File: config.mk
export PLATFORM = sky130hd
export DESIGN_NAME = ir_transmitter
export DESIGN_NICKNAME = d
export VERILOG_FILES = /design/src/rtl/ir_transmitter.sv
export SDC_FILE = /design/constraint.sdc
export NUM_CORES = 1
export LEC_CHECK = 0
export CORE_ASPECT_RATIO = 1.4
export CORE_MARGIN = 1.5
export CORE_UTILIZATION = 50
export DETAILED_ROUTE_END_ITERATION = 10
export PLACE_DENSITY = 0.71
export SYNTH_ARGS = -nofsm -noshare
export SYNTH_HDL_FRONTEND = slang
export SYNTH_SLANG_ARGS = --single-unit
File: constraint.sdc
create_clock -name CLK -period 8.85 [get_ports CLK]
set_input_delay 1.3275 -clock CLK [delete_from_list [all_inputs] [get_ports CLK]]
set_output_delay 1.3275 -clock CLK [all_outputs]
set_load 0.01 [all_outputs]
File: src/rtl/ir_transmitter.sv
// NEC infrared transmitter.
// Sends a full frame or a repeat frame on request. Each frame is built from
// marks (carrier on) and spaces (carrier off) measured in NEC units T.
// Ports:
//   CLK    - system clock, posedge only
//   RST    - synchronous active-high reset
//   start  - one-cycle send request, honoured only while busy=0
//   rep    - with start: 1 = repeat frame, 0 = full frame
//   addr   - NEC address byte, latched on an accepted start
//   key    - NEC command byte, latched on an accepted start
//   ir_env - envelope, 1 during marks
//   ir_mod - envelope gated by the carrier, drives the IR LED
//   busy   - high from the cycle after an accepted start to the end of the gap
//   done   - one-cycle pulse in the cycle busy falls
module ir_transmitter #(
  parameter int unsigned UNIT_CYC     = 28125,
  parameter int unsigned CARRIER_HALF = 658,
  parameter int unsigned GAP_UNITS    = 40
) (
  input  logic       CLK,
  input  logic       RST,
  input  logic       start,
  input  logic       rep,
  input  logic [7:0] addr,
  input  logic [7:0] key,
  output logic       ir_env,
  output logic       ir_mod,
  output logic       busy,
  output logic       done
);

  localparam int unsigned CW       = (UNIT_CYC > 1) ? $clog2(UNIT_CYC) : 1;
  localparam int unsigned HW       = (CARRIER_HALF > 1) ? $clog2(CARRIER_HALF) : 1;
  localparam int unsigned MaxUnits = (GAP_UNITS > 16) ? GAP_UNITS : 16;
  localparam int unsigned UW       = $clog2(MaxUnits + 1);

  typedef enum logic [2:0] {
    StIdle, StLeadMark, StLeadSpace, StRepSpace,
    StBitMark, StBitSpace, StStopMark, StGap
  } state_e;

  state_e          r_state, w_state_next;
  logic [CW-1:0]   r_cyc, w_cyc_next;
  logic [UW-1:0]   r_unit, w_unit_next, w_units;
  logic [4:0]      r_bit, w_bit_next;
  logic [31:0]     r_data;
  logic            r_rep;
  logic            r_env, r_mod, r_busy, r_done;
  logic [HW-1:0]   r_car;
  logic            w_accept, w_unit_end, w_state_end, w_env_next;

  assign w_accept   = (r_state == StIdle) && start;
  assign w_unit_end = (r_cyc == CW'(UNIT_CYC - 1));

  // Length of the current state in units T.
  always_comb begin
    w_units = UW'(1);
    case (r_state)
      StLeadMark:  w_units = UW'(16);
      StLeadSpace: w_units = UW'(8);
      StRepSpace:  w_units = UW'(4);
      StBitSpace:  w_units = r_data[r_bit] ? UW'(3) : UW'(1);
      StGap:       w_units = UW'(GAP_UNITS);
      default:     w_units = UW'(1);
    endcase
  end

  assign w_state_end = w_unit_end && (r_unit == w_units - UW'(1));

  always_comb begin
    w_state_next = r_state;
    w_bit_next   = r_bit;
    case (r_state)
      StIdle: begin
        if (start) begin
          w_state_next = StLeadMark;
          w_bit_next   = 5'd0;
        end
      end
      StLeadMark:  if (w_state_end) w_state_next = r_rep ? StRepSpace : StLeadSpace;
      StLeadSpace: if (w_state_end) w_state_next = StBitMark;
      StRepSpace:  if (w_state_end) w_state_next = StStopMark;
      StBitMark:   if (w_state_end) w_state_next = StBitSpace;
      StBitSpace: begin
        if (w_state_end) begin
          if (r_bit == 5'd31) begin
            w_state_next = StStopMark;
          end else begin
            w_state_next = StBitMark;
            w_bit_next   = r_bit + 5'd1;
          end
        end
      end
      StStopMark:  if (w_state_end) w_state_next = StGap;
      StGap:       if (w_state_end) w_state_next = StIdle;
      default:     w_state_next = StIdle;
    endcase

    // Unit counters restart on every state change so durations stay exact.
    w_cyc_next  = r_cyc;
    w_unit_next = r_unit;
    if (r_state == StIdle || w_state_next != r_state) begin
      w_cyc_next  = '0;
      w_unit_next = '0;
    end else if (w_unit_end) begin
      w_cyc_next  = '0;
      w_unit_next = r_unit + UW'(1);
    end else begin
      w_cyc_next  = r_cyc + CW'(1);
    end

    w_env_next = (w_state_next == StLeadMark) || (w_state_next == StBitMark) ||
                 (w_state_next == StStopMark);
  end

  always_ff @(posedge CLK) begin
    if (RST) begin
      r_state <= StIdle;
      r_cyc   <= '0;
      r_unit  <= '0;
      r_bit   <= '0;
      r_data  <= '0;
      r_rep   <= 1'b0;
      r_env   <= 1'b0;
      r_mod   <= 1'b0;
      r_busy  <= 1'b0;
      r_done  <= 1'b0;
      r_car   <= '0;
    end else begin
      r_state <= w_state_next;
      r_cyc   <= w_cyc_next;
      r_unit  <= w_unit_next;
      r_bit   <= w_bit_next;
      if (w_accept) begin
        // Transmitted LSB first: addr, ~addr, key, ~key.
        r_data <= {~key, key, ~addr, addr};
        r_rep  <= rep;
      end
      r_env  <= w_env_next;
      r_busy <= (w_state_next != StIdle);
      r_done <= (r_state == StGap) && (w_state_next == StIdle);
      // Carrier phase restarts high on each rising edge of the envelope.
      if (w_env_next && !r_env) begin
        r_car <= '0;
        r_mod <= 1'b1;
      end else if (w_env_next) begin
        if (r_car == HW'(CARRIER_HALF - 1)) begin
          r_car <= '0;
          r_mod <= ~r_mod;
        end else begin
          r_car <= r_car + HW'(1);
        end
      end else begin
        r_car <= '0;
        r_mod <= 1'b0;
      end
    end
  end

  assign ir_env = r_env;
  assign ir_mod = r_mod;
  assign busy   = r_busy;
  assign done   = r_done;

endmodule

* Yosys cells after proc, flatten, opt, wreduce, memory -nomap -nowiden *
Index checks and enable logic that the tools add are counted.

storage, ports and cells
  bits in registers = 76
  output and inout port bits = 4
  word-level logic and storage cells = 78

operators by class
  equality and inequality tests = 19
  $lt $le $gt $ge = 1
  mux-type cells = 22
  reductions and logical operators = 16
  bitwise operators = 4
  add/subtract/negate cells = 5

operators by type and width
  kind                     count
  $pmux W6 S5              1
  $mux W3                  8
  $pmux W3 S8              1
  $eq A3 B3 Y1 const B     6
  $not A8 Y8               2
  $add A15 B1 Y15 const B  1
  $eq A15 B15 Y1 const B   1
  $mux W5                  3
  $add A10 B1 Y10 const B  1
  $eq A10 B10 Y1 const B   1
  $pmux W5 S2              1
  $add A6 B1 Y6 const B    1
  $eq A3 B1 Y1 const B     2
  $eq A3 B2 Y1 const B     2
  $eq A6 B6 Y1             1
  $logic_not A3 Y1         2
  $lt A5 B6 Y1 const B     1
  $ne A2 B2 Y1 const B     3
  $sub A6 B1 Y6 const B    1
  $add A5 B1 Y5 const B    1
  $bmux W1 S5              1
  $eq A5 B5 Y1 const B     1
  $mux W1                  5
  $logic_and A1 B1 Y1      4
  other kinds (12)         16

* Longest topological paths before layout *
Gate-level depths: netlist (run 1).

  depth after elaboration = 14
  mapped depth = 14
  gate-level depth less buffers = 12

* Worst setup path before layout (run 1) *
No wires, ideal clock.

  path kind = reg-to-reg
  from = register r_bit[0]
  to = register r_car[3]
  arrival time = 3657 ps
  clock period less this slack = 3771 ps
  path slack = 5079 ps
  required time = 8736 ps
  cell stages (with the launch flop) = 14
  library setup time = 114 ps
  path buffers = 1
  path through = dfxtp_1 > buf_1 > mux4_2 > mux4_2 > nand2_1 > nand2_1 > nand2_1 > ha_1 > inv_1 > and2_1 > or3_1 > a2111oi_0 > a2111oi_2 > a2111oi_0

on the way
  cells in the longest elaborated chain, start to end = 14
  elaborated cells between the ends (all ways) = 25
  classes of those cells = add/sub (1); eq/ne (5); mux (13); bitwise (1); reduce/logical (5)

RTL lines
  element                                            RTL line  RTL
  from (decl)                                        45        logic [4:0] r_bit, w_bit_next;
  from (signal assigned)                             133       r_bit <= w_bit_next;
  $bmux W1 S5                                        62        StBitSpace: w_units = r_data[r_bit] ? UW'(3) : UW'(1);
  $mux W1 (not written as such)                      62
  $mux W2                                            62
  $pmux W6 S5                                        58        case (r_state)
  $sub A6 B1 Y6                                      68        assign w_state_end = w_unit_end && (r_unit == w_units - UW'(1));
  $eq A6 B6 Y1                                       68
  $logic_and A1 B1 Y1                                68
  $mux W3, or another cell as far along              95        StGap: if (w_state_end) w_state_next = StIdle;
  $pmux W3 S8 *                                      73        case (r_state)
  $eq A3 B1 Y1 or $eq A3 B3 Y1 (tied branches)       112       w_env_next = (w_state_next == StLeadMark) || (w_state_next == StBitMark) ||
  $logic_or A1 B1 Y1                                 112
  $logic_or A1 B1 Y1 *                               112
  $logic_and A1 B1 Y1 or $not A1 Y1 (tied branches)  --
  $reduce_or A4 Y1 (no source line) *                --
  to (signal assigned)                               151       r_car <= r_car + HW'(1);
  to (decl)                                          49        logic [HW-1:0] r_car;

Every way passes the cells marked *; elsewhere a longest branch is shown, timed or not. The select of a mux whose other input is x is not followed.
A chain may end at the register's enable or synchronous reset.

* Worst setup path in the final report (run 1) *
Same ends and word-level chain as after synthesis.

==> results of run 1 <==
worst register-to-register path: cells and delay by family, from the launching register on:
family | cells | cell delay [ns]
fa+ha+maj | 1 | 0.18
compound gates | 3 | 1.46
mux | 2 | 1.05
buf+inv | 1 | 0.06
flops | 1 | 0.71
simple gates | 5 | 0.73
cell usage after synthesis, drive strengths merged (4+ instances only):
| library cell | instances |
|---|---|
| xor2 | 17 |
| a21oi | 43 |
| or3 | 4 |
| xnor2 | 12 |
| a2111oi | 4 |
| o21ai | 6 |
| a211oi | 10 |
| nor3 | 6 |
| nand4 | 6 |
| mux2i | 4 |
| dfxtp | 76 |
| ha | 8 |
| nand2 | 56 |
| inv | 11 |
| clkbuf | 14 |
| and3 | 5 |
| buf | 6 |
| nor2 | 68 |
| mux4 | 10 |
| nand2b | 4 |
| nand3 | 17 |
cell type report:
class                      instances  area, um2  share of cell area (%)
multi-input combinational        309       1950                    47.5
clock buffer                       9        124                    3.02
sequential                        76       1520                    37.2
timing repair buffer              26        253                    6.17
inverter                          11       41.3                    1.01
tap                               95        119                    2.90
clock inverter                     7       91.3                    2.23
kinds of logic (layout without fill, tap and decap cells):
logic type      Yosys count  in the layout  share of synthesized area (%)
compound gates           73             73                           12.8
xor+xnor                 29             29                           7.02
fa+ha+maj                 8              8                           2.77
buf+inv                  32             53                           4.12
flops                    76             76                           42.1
mux                      14             14                           7.34
simple gates            185            185                           23.9
worst paths after layout:
check                 from  endpoint  slack, ns  depth (start not counted)
hold / removal       r_rep     r_rep       0.46                          2
hold reg to reg      r_rep     r_rep       0.46                          2
setup / recovery  r_bit[0]  r_car[3]       4.49                         12
setup reg to reg  r_bit[0]  r_car[3]       4.49                         12
state kept, by name, indices dropped and copies added (netlist names), 3 cells and up:
name / cells
r_data: 32
r_cyc: 15
r_unit: 6
r_bit: 5
r_car: 10
r_state: 3
layer usage:
metal,share of wire [%],vias up,global-route usage (%)
met2,53,38,34.0
met1,42,1338,23.0
met3,2.4,14,3.21
met5,0,-,0
met4,2.5,0,10.1
li1,-,1474,-
stage by stage:
| step | std cells | utilization, % | hold WS, ns |
|---|---|---|---|
| after floorplan | 417 | - | 0.433 |
| after global placement | 517 | 55.6 | 0.445 |
| after detailed placement | 517 | 55.6 | 0.448 |
| after CTS | 533 | 58.7 | 0.460 |
| after global routing | 533 | 58.7 | 0.482 |
| final | 533 | 58.7 | 0.458 |
power groups by stage:
stage | combinational, mW | clock [mW] | sequential [mW]
after detailed placement | 0.0642 | 0 | 0.371
after CTS | 0.0645 | 0.293 | 0.363
after global placement | 0.0627 | 0 | 0.371
after floorplan | 0.0455 | 0 | 0.367
final | 0.0638 | 0.286 | 0.363
after global routing | 0.0724 | 0.306 | 0.365
==> run_results.csv, run 1 <==
group,metric,value,unit
yosys,synthArstFlopShare,0,%
die,dieWidth,74.9,um
cells_and_area,nNetsFinal,461,
sta,tightest_slew,1.07,ns
sta,max_slew_margin,28.8,%
flow_run,drv_cap,0,
power,p_comb_share,8.9,%
power,p_per_area,174,mW/mm2
cells_and_area,layout_common_cells,"76 x dfxtp_1, 68 x nor2_1, 56 x nand2_1, 43 x a21oi_1, 23 x clkdlybuf4s50_1",
place,portBuffers,23,
sta,rsz0062_at_grt,"no",
clocking,postCtsSetupBuffers,0,
outcome,status,"finished, final reports clean",
cells_and_area,drive_above_1_share,8.45,%
worst_setup_path,cp.arrival,4.55,ns
clocking,htree_levels,3,
sta,fin_setup_tns,0,ns
die,core_area,0.00698,mm2
yosys,synthTopCellsByArea,"dfxtp_1 42%, nor2_1 7.1%, mux4_2 6.2%",
global_routing,overflow,0,
clocking,root_buffer,"clkbuf_8",
yosys,syn_nets,445,
cells_and_area,final_common_cell,"dfxtp_1",
clocking,clk_pin_slew,0.08,ns
routing,via_per_inst,5.37,
die,rows,36,
worst_setup_path,path_max_fanout,12,
yosys,synth_edf_count,0,
worst_setup_path,path_delay_family,"compound AO/OA/AOI/OAI gates",
routing,initialDrtViolationCount,115,
place,gp_congestion,0.923,
yosys,ys_types,47,
sta,fin_skew,0.00859,ns
sta,setup_ws,4.49,ns
sta,setup_violations,0,
clocking,numCtsBuffers,9,
power,clkPwrFrac,40.1,%
global_routing,grt_pass1_vias,2672,
yosys,postSynthAreaPerCell,8.67,um2
cells_and_area,final_area,0.00410,mm2
yosys,synth-seq-cells,76,
worst_setup_path,worst-setup-path-type,"reg -> reg",
worst_setup_path,cp_num_buf_inv,1,
sta,drv_slew,0,
yosys,yosysTopAreaCell,"dfxtp_1",
routing,drc,0,
worst_setup_path,slowest_stage,"a2111oi_2",
sta,finalCritPeriodShare,49.3,%
worst_setup_path,cpMostUsedCell,"nand2_1",
power,power.internal,0.541,mW
worst_hold_path,hold_class,"reg -> reg",
clocking,cts_resized,0,
yosys,netlist_area,0.00362,mm2
global_routing,antenna_found_initial,0,
power,seq_power_share,50.9,%
die,initial_core_util,51.8,%
worst_setup_path,slowest_delay,1.00,ns
yosys,netlist_instances,417,
sta,fmax,229,MHz
power,p_leak,1.43,nW
yosys,netlist.area_leader.share,42.1,%
yosys,yosysSeqAreaShare,42.1,%
power,ir_drop,0.000128,V
global_routing,grt_use_total,19.9,%
routing,antenna_left,0,
worst_setup_path,endpoint_kind,"flip-flop",
die,die_y,104,um
worst_setup_path,crit_chain,"mux4_2 > mux4_2 > nand2_1 > nand2_1 > nand2_1 > ha_1 > inv_1 > and2_1 > nor3_1 > o211ai_4 > a2111oi_2 > a2111oi_0",
power,power.total,0.712,mW
die,io_pins,24,
clocking,cts.sinks,76,
clocking,postCtsHoldBufs,0,
routing,routed_wl,6.89,mm
routing,vias,2864,
sta,finalHoldViolCount,0,
global_routing,grt_pass1_wl,12.0,mm
cells_and_area,diodes,0,
yosys,ys.flop_type,"dfxtp_1",
power,switching_share,24.1,%
worst_setup_path,required,9.04,ns
routing,wire_per_inst,12.9,um
global_routing,grt_max_degree,48,
clocking,clockBufferDepth,2,
die,die_area,0.00776,mm2
place,dp_slack,4.46,ns
sta,min_period,4.36,ns
cells_and_area,area_delta_synth_final,13.3,%
worst_setup_path,startpoint_type,"flip-flop",
power,p_sw,0.172,mW
place,dp_hpwl,5.00,mm
yosys,ys_warn_count,0,
cells_and_area,nFillCells,621,
routing,dr.pass1.iters,4,
place,placed_area,0.00388,mm2
clocking,clk_latency,0.36,ns
clocking,tritoncts,"built",
(Power assumes the default switching activity.)
==> run 2, diff against run 1 <==
clock period = 4.4 ns   (was 8.85 ns; I/O delays follow)
==> run 2 against run 1 <==
  * Design area is 0.46% higher
  * Critical path type unchanged
  * Critical endpoint unchanged
  * Largest cell class unchanged
  * Die area unchanged
  * Critical path depth is 1 higher
  * Highest routed layer unchanged
==> run_results.csv, run 2 (synthesized netlist as in run 1, its figures left out) <==
group,metric,value,unit
outcome,status,"finished, final reports clean",
clocking,cts.sinks,76,
die,dieWidth,74.9,um
routing,routed_wl,6.99,mm
worst_setup_path,cp.arrival,4.16,ns
clocking,clk_pin_slew,0.08,ns
place,gp_congestion,0.879,
worst_hold_path,worstHoldPathCells,2,
cells_and_area,diodes,0,
global_routing,grt_max_degree,48,
die,initial_core_util,51.8,%
die,die_y,104,um
global_routing,antenna_found_initial,0,
global_routing,grt_use_total,20.0,%
sta,min_period,3.92,ns
die,rows,36,
routing,drc,0,
sta,tightest_slew,0.755,ns
cells_and_area,area_delta_synth_final,13.8,%
cells_and_area,largest_reg_flops,32,
worst_setup_path,required,4.64,ns
sta,finalCritPeriodShare,89.1,%
routing,wire_per_inst,13.1,um
sta,fin_setup_tns,0,ns
worst_setup_path,path_max_fanout,12,
sta,setup_violations,0,
sta,fmax,255,MHz
cells_and_area,regMostFlops,"r_data",
cells_and_area,layout_common_cells,"75 x dfxtp_1, 68 x nor2_1, 56 x nand2_1, 43 x a21oi_1, 23 x clkdlybuf4s50_1",
global_routing,busiest_layer,"met2",
routing,antenna_left,0,
global_routing,use_met2,32.8,%
routing,vias,2918,
power,ir_drop,0.000228,V
global_routing,grtUsageMet1,24.3,%
worst_setup_path,worst-setup-path-type,"reg -> reg",
global_routing,overflow,0,
sta,finalHoldViolCount,0,
cells_and_area,nNetsFinal,462,
cells_and_area,final_common_cell,"dfxtp_1",
sta,max_slew_margin,49.5,%
global_routing,grt_pass1_vias,2769,
die,core_area,0.00698,mm2
global_routing,grt_pass1_wl,12.3,mm
worst_hold_path,hold_class,"reg -> reg",
clocking,postCtsSetupBuffers,0,
die,io_pins,24,
clocking,clockBufferDepth,2,
routing,dr.pass1.iters,4,
flow_run,drv_cap,0,
worst_setup_path,worst-r2r-cell-count,13,
sta,fin_skew,0.00847,ns
clocking,tritoncts,"built",
cells_and_area,top_regs,"r_data: 32 flops, r_cyc: 15 flops, r_car: 10 flops",
power,p_leak,1.44,nW
sta,rsz0062_at_grt,"no",
routing,via_per_inst,5.46,
worst_setup_path,startpoint_type,"flip-flop",
power,p_per_area,352,mW/mm2
worst_setup_path,endpoint_kind,"flip-flop",
place,portBuffers,23,
cells_and_area,drive_above_1_share,8.88,%
cells_and_area,final_util,58.9,%
clocking,root_buffer,"clkbuf_8",
place,dp_hpwl,5.00,mm
routing,initialDrtViolationCount,97,
die,die_area,0.00776,mm2
clocking,numCtsBuffers,9,
clocking,clk_latency,0.36,ns
clocking,htree_levels,3,
global_routing,grt_use_met3,3.99,%
sta,drv_slew,0,
==> run 2: worst max-delay path, cell delays in order (launching register included) <==
cell and delay (ns):
dfxtp_2 0.53, mux4_2 0.54, mux4_2 0.48, nand2_1 0.08, nand2_1 0.05, nand2_1 0.06
ha_1 0.23, xor2_1 0.18, nor3b_1 0.23, nand4_1 0.17, a2111oi_0 0.56, a2111oi_2 0.09
buf_4 0.21, a2111oi_0 0.38
==> run 2: layout make-up <==
class / instances / area [um2]
Clock buffer: 10 / 138
Clock inverter: 6 / 87.6
Fill cell: 620 / 2870
Inverter: 11 / 41.3
Multi-Input combinational cell: 309 / 1950
Sequential cell: 76 / 1520
Tap cell: 95 / 119
Timing Repair Buffer: 27 / 260
==> run 2: what timing repair did <==
item                       in CTS  in global routing
hold buffers                    0                  0
setup endpoints to repair       0                  1
gates resized for setup         0                  1
==> run 2: routing by layer <==
layer,vias up,wire [um]
met5,-,0
met4,0,217
met3,19,187
met2,54,3580
met1,1360,3000
li1,1485,-
==> run 2: final timing paths <==
path | startpoint | to | slack [ns]
max | r_bit[0] | r_car[3] | 0.48
min | r_data[23] | r_data[23] | 0.46
max reg2reg | r_bit[0] | r_car[3] | 0.48
min reg2reg | r_data[23] | r_data[23] | 0.46
==> run 2: per-stage QoR <==
stage / cells / power [mW] / setup slack (ns) / area (um2) / hold WS [ns]
after floorplan: 417 / 0.830 / 0.629 / 3620 / 0.433
after global placement: 518 / 0.873 / 0.457 / 3890 / 0.443
after detailed placement: 518 / 0.877 / 0.243 / 3890 / 0.452
after CTS: 534 / 1.46 / 0.223 / 4110 / 0.463
after global routing: 534 / 1.51 / 0.221 / 4110 / 0.483
final: 534 / 1.45 / 0.479 / 4110 / 0.463
==> run 2: report_power, final <==
group / total, mW / internal [mW] / switching [mW]
logic: 0.130 / 0.0596 / 0.0709
clock network: 0.589 / 0.333 / 0.256
registers: 0.730 / 0.712 / 0.0183
total: 1.45 / 1.10 / 0.345
